### src/rtl/lcd_bus_arbiter.sv
// lcd_bus_arbiter: owns the 128x64 dual-half graphic LCD write bus. Runs the
// panel reset + init sequence, then shares the bus between req0 (renderer)
// and req1 (overlay), producing SETUP / EN / HOLD timing for every word.
// Build option: define LCD_ARB_FIXED_PRIO_EN to make req0 always win when
// both request (req1 may starve); default build arbitrates round-robin.
module lcd_bus_arbiter #(
   parameter int unsigned RST_CYC = 4,
   parameter int unsigned EN_CYC  = 2
) (
   input  logic       clk,
   input  logic       rst,
   input  logic       req0,
   input  logic       req1,
   input  logic       di0,
   input  logic       di1,
   input  logic [1:0] cs0,
   input  logic [1:0] cs1,
   input  logic [7:0] data0,
   input  logic [7:0] data1,
   output logic       ack0,
   output logic       ack1,
   output logic       init_done,
   output logic [7:0] lcd_data,
   output logic       lcd_en,
   output logic       lcd_rw,
   output logic       lcd_rstn,
   output logic       lcd_cs1,
   output logic       lcd_cs2,
   output logic       lcd_di
);

   localparam int unsigned CNT_MAX = (RST_CYC > EN_CYC) ? RST_CYC : EN_CYC;
   localparam int unsigned CNT_W   = $clog2(CNT_MAX + 1);

   localparam logic [7:0] INIT_DISP_ON    = 8'h3F;
   localparam logic [7:0] INIT_START_LINE = 8'hC0;

   typedef enum logic [2:0] {
      ST_RST_HOLD,
      ST_INIT_LOAD,
      ST_SETUP,
      ST_EN_HI,
      ST_HOLD,
      ST_IDLE
   } state_t;

   // Word presented on the LCD pins: cs[0] selects left half, cs[1] right half.
   typedef struct packed {
      logic       di;
      logic [1:0] cs;
      logic [7:0] data;
   } payload_t;

   state_t           state_q;
   logic [CNT_W-1:0] cnt_q;
   payload_t         bus_q;
   logic             en_q;
   logic             rstn_q;
   logic             ack0_q;
   logic             ack1_q;
   logic             init_done_q;
   logic             init_idx_q;
   logic             gnt1_q;
`ifndef LCD_ARB_FIXED_PRIO_EN
   logic             rr_q;
`endif

   logic             gnt1_c;
   payload_t         pay0_c;
   payload_t         pay1_c;
   payload_t         pay_sel_c;

   assign pay0_c    = '{di: di0, cs: cs0, data: data0};
   assign pay1_c    = '{di: di1, cs: cs1, data: data1};
   assign pay_sel_c = gnt1_c ? pay1_c : pay0_c;

   // Grant selection for the current IDLE cycle (1 = req1 wins).
   always_comb begin
      gnt1_c = req1;
      if (req0 && req1) begin
`ifdef LCD_ARB_FIXED_PRIO_EN
         gnt1_c = 1'b0;
`else
         gnt1_c = rr_q;
`endif
      end
   end

   // Sequencer: reset hold, two init words, then arbitrated user transfers.
   always_ff @(posedge clk) begin
      if (rst) begin
         state_q     <= ST_RST_HOLD;
         cnt_q       <= '0;
         bus_q       <= '0;
         en_q        <= 1'b0;
         rstn_q      <= 1'b0;
         ack0_q      <= 1'b0;
         ack1_q      <= 1'b0;
         init_done_q <= 1'b0;
         init_idx_q  <= 1'b0;
         gnt1_q      <= 1'b0;
`ifndef LCD_ARB_FIXED_PRIO_EN
         rr_q        <= 1'b0;
`endif
      end else begin
         ack0_q <= 1'b0;
         ack1_q <= 1'b0;
         case (state_q)
            ST_RST_HOLD: begin
               if (cnt_q == CNT_W'(RST_CYC)) begin
                  rstn_q  <= 1'b1;
                  cnt_q   <= '0;
                  state_q <= ST_INIT_LOAD;
               end else begin
                  cnt_q <= cnt_q + CNT_W'(1);
               end
            end
            ST_INIT_LOAD: begin
               bus_q.data <= init_idx_q ? INIT_START_LINE : INIT_DISP_ON;
               bus_q.di   <= 1'b0;
               bus_q.cs   <= 2'b11;
               state_q    <= ST_SETUP;
            end
            ST_SETUP: begin
               en_q    <= 1'b1;
               cnt_q   <= CNT_W'(1);
               state_q <= ST_EN_HI;
            end
            ST_EN_HI: begin
               if (cnt_q == CNT_W'(EN_CYC)) begin
                  en_q    <= 1'b0;
                  state_q <= ST_HOLD;
                  // Init words are never acknowledged.
                  ack0_q  <= init_done_q & ~gnt1_q;
                  ack1_q  <= init_done_q & gnt1_q;
               end else begin
                  cnt_q <= cnt_q + CNT_W'(1);
               end
            end
            ST_HOLD: begin
               if (!init_done_q && !init_idx_q) begin
                  init_idx_q <= 1'b1;
                  state_q    <= ST_INIT_LOAD;
               end else begin
                  init_done_q <= 1'b1;
                  state_q     <= ST_IDLE;
               end
            end
            ST_IDLE: begin
               if (req0 || req1) begin
                  gnt1_q  <= gnt1_c;
                  bus_q   <= pay_sel_c;
`ifndef LCD_ARB_FIXED_PRIO_EN
                  rr_q    <= ~gnt1_c;
`endif
                  state_q <= ST_SETUP;
               end
            end
            default: begin
               state_q <= ST_RST_HOLD;
            end
         endcase
      end
   end

   assign ack0      = ack0_q;
   assign ack1      = ack1_q;
   assign init_done = init_done_q;
   assign lcd_data  = bus_q.data;
   assign lcd_di    = bus_q.di;
   assign lcd_cs1   = bus_q.cs[0];
   assign lcd_cs2   = bus_q.cs[1];
   assign lcd_en    = en_q;
   assign lcd_rstn  = rstn_q;
   assign lcd_rw    = 1'b0;

endmodule

### config.mk
export PLATFORM = sky130hd
export DESIGN_NAME = lcd_bus_arbiter
export DESIGN_NICKNAME = d
export VERILOG_FILES = /design/src/rtl/lcd_bus_arbiter.sv
export SDC_FILE = /design/constraint.sdc
export NUM_CORES = 1
export LEC_CHECK = 0
export ABC_CLOCK_PERIOD_IN_PS = 2650
export CAP_MARGIN = 10
export CORE_ASPECT_RATIO = 0.9
export CORE_MARGIN = 10
export CORE_UTILIZATION = 48
export DETAILED_ROUTE_END_ITERATION = 10
export PLACE_DENSITY = 0.84
export SYNTH_ARGS = -nofsm -noshare
export SYNTH_HDL_FRONTEND = slang
export SYNTH_SLANG_ARGS = --single-unit
### constraint.sdc
create_clock -name clk -period 2.65 [get_ports clk]
set_clock_uncertainty 0.05 [all_clocks]
set_input_delay 0.53 -clock clk [delete_from_list [all_inputs] [get_ports clk]]
set_output_delay 0.53 -clock clk [all_outputs]
set_load 0.05 [all_outputs]
==> flow_summary.ini <==
[outcome]
outcome = completed

[clock_tree]
hold_buffers = 0
path_clk_slew_ns = 0.13
insertion_delay_ns = 0.32
cts_setup_buffers = 0
clockRootBuffer = clkbuf_4
htree_levels = 1
clk_path_buf_depth = 2
cts-buffers-inserted = 3
ctsResizeCount = 0
tritoncts = done
cts_sinks = 25

[setup_path]
reg2reg_setup_slack_ns = 0.76
r2r_cells = 4
endpoint_kind = output port
startpoint_type = register
critical_path_buf_inv_count = 1
cp.arrival_ns = 1.54
critical_path.max_stage_delay_ns = 0.83
r2r_end = lcd_data[6]
slowest_stage = clkdlybuf4s50_1
cp_top_family = buffers and inverters
reg2reg_from = state_q[0]
worstPathRequired_ns = 2.07
crit_fanout = 4
cp_cell_sequence = clkdlybuf4s50_1
path_class = reg -> out

[sta]
rsz0062_at_grt = no
slew_headroom_pct = 62.51
min_period_ns = 2.124
period_share_pct = 80.16
hold_viol = 0
worst_pin_slew_ns = 0.5624
setup_violations = 0
fmax_ghz = 0.4708
fin_ws_ns = 0.5258
maxSlewViolCount = 0
tns_ns = 0

[final_layout]
syn_to_final_growth_pct = 31.50
drive_above_1_share_pct = 6.111
largest_register_ffs = 8
n_antenna_cell = 0
fin_util_pct = 67.17
nNetsFinal = 210
design_area_um2 = 1672

[global_routing]
grt_use_total_pct = 12.84
antenna_found_initial = 0
grt_pass1_wl_um = 5395
grt_max_degree = 19
grt_pass1_vias = 1184
grt_overflow = 0

[detailed_routing]
routed_wl_um = 3243
wl_per_cell_um = 15.59
first_pass_iters = 4
drc = 0
viasPerCell = 5.726
postRouteAntennaNets = 0
num_vias = 1191
drt-initial-drc-count = 70

[yosys]
yosysTopAreaCell = dfxtp_1
netlist_instances = 146
synth_warnings = 0
ys_types = 42
syn_area_um2 = 1271
async_reset_ff_share_pct = 0
synth_top_area_share_pct = 39.37
synth.area.top_cells = dfxtp_1 (39%), a311oi_1 (6.9%), nand3_1 (5.1%)
synth_edf_count = 0
ys_seq_elements = 25
ys.flop_type = dfxtp_1
ys_seq_area_share_pct = 39.37
synthesis.nets = 175
synth_area_per_cell_um2 = 8.707

[floorplanning]
die_area_um2 = 5110
start_util_pct = 51.08
coreArea_um2 = 2489
die_h_um = 68.82
ios = 43
rows = 17
die_x_um = 74.25

[hold_path]
hp-start = lcd_en
hold_end = lcd_en
hp-class = reg -> reg
min_path_cells = 2

[power_and_ir_drop]
power.leakage_nw = 0.5777
ir_drop_mv = 0.6079
powerDensity_nw_per_um2 = 793.0

[placement]
dp_slack_ns = 0.5114
io_buffers = 41
dp_hpwl_um = 2481
dpl_cell_area_um2 = 1644
place.gp.congestion = 0.8152

[job]
max-cap-violations = 0
==> how the worst max path moves through the flow <==
stage,end,cells after the start,slack [ns],startpoint
2_1_floorplan,lcd_data[7],5,1.22,req1
3_3_place_gp,lcd_data[7],5,0.58,req0
3_5_place_dp,lcd_data[0],5,0.51,req1
4_1_cts,init_done,1,0.50,init_done
5_1_grt,init_done,1,0.45,init_done
6_report,init_done,1,0.53,init_done
==> cells in the final DEF (no fill, tap or decap), types with 2 or more instances in the layout <==
master,count
clkbuf_4,3
a211oi_1,2
and2_1,3
nand4b_1,2
mux2i_1,3
nand3_1,13
inv_1,5
dfxtp_1,25
a21oi_1,9
clkdlybuf4s50_1,41
nand2_1,12
ha_1,3
or3b_1,2
a311oi_1,10
nor4_1,3
o21a_1,2
o21ai_1,2
nor2_1,14
nand2b_1,3
==> stage by stage <==
stage | power [mW] | hold WS [ns] | instances
3_3_place_gp | 1.136 | 0.3957 | 204
6_report | 1.326 | 0.4285 | 208
2_1_floorplan | 0.9861 | 0.3760 | 146
4_1_cts | 1.339 | 0.4347 | 208
5_1_grt | 1.416 | 0.4471 | 208
3_5_place_dp | 1.165 | 0.4095 | 204
==> cells in the mapped netlist (4+ instances only) <==
cell / instances
dfxtp_1: 25
nor2_1: 14
nand3_1: 13
nand2_1: 12
a311oi_1: 10
a21oi_1: 9
inv_1: 5
buf_2: 4
==> layout make-up <==
cell class	instances	area [µm²]
flip-flops and latches	25	500.5
fillers	213	817.0
clock inverters	1	5.005
well taps	28	35.03
multi-input cells	104	671.9
clock buffers	3	22.52
repair buffers	42	417.9
inverters	5	18.77
==> tightest hold or removal path, delay by kind of cell (launching register included) <==
kind             cells  cell delay [ns]
AND/OR/NAND/NOR      1             0.06
flip-flops           1             0.34
AO/OA/AOI/OAI        1             0.06
==> cell families after synthesis <==
| group | synth area share (%) |
|---|---|
| adders and majority gates | 2.953 |
| and+or+nand+nor | 27.95 |
| buffers and inverters | 7.775 |
| DFF | 39.37 |
| muxes | 2.362 |
| AOI/OAI and AO/OA | 19.29 |
| other | 0.2950 |
==> power breakdown <==
group	switching [mW]	internal [mW]	leakage (nW)	total, mW
Sequential	0.0761	0.457	0.203	0.533
Clock	0.116	0.0566	0.0177	0.172
Combinational	0.375	0.245	0.357	0.620
==> per-layer routing <==
metal | track usage, % | share of wire (%) | vias to the layer above | wire (µm)
met2 | 22.98 | 47 | 40 | 1528
met1 | 14.12 | 42 | 556 | 1366
met4 | 1.826 | 0.25 | 0 | 8
met3 | 5.706 | 10 | 2 | 340
met5 | 0 | 0 | - | 0
li1 | - | - | 593 | -
Power figures use the tool's default switching activity.
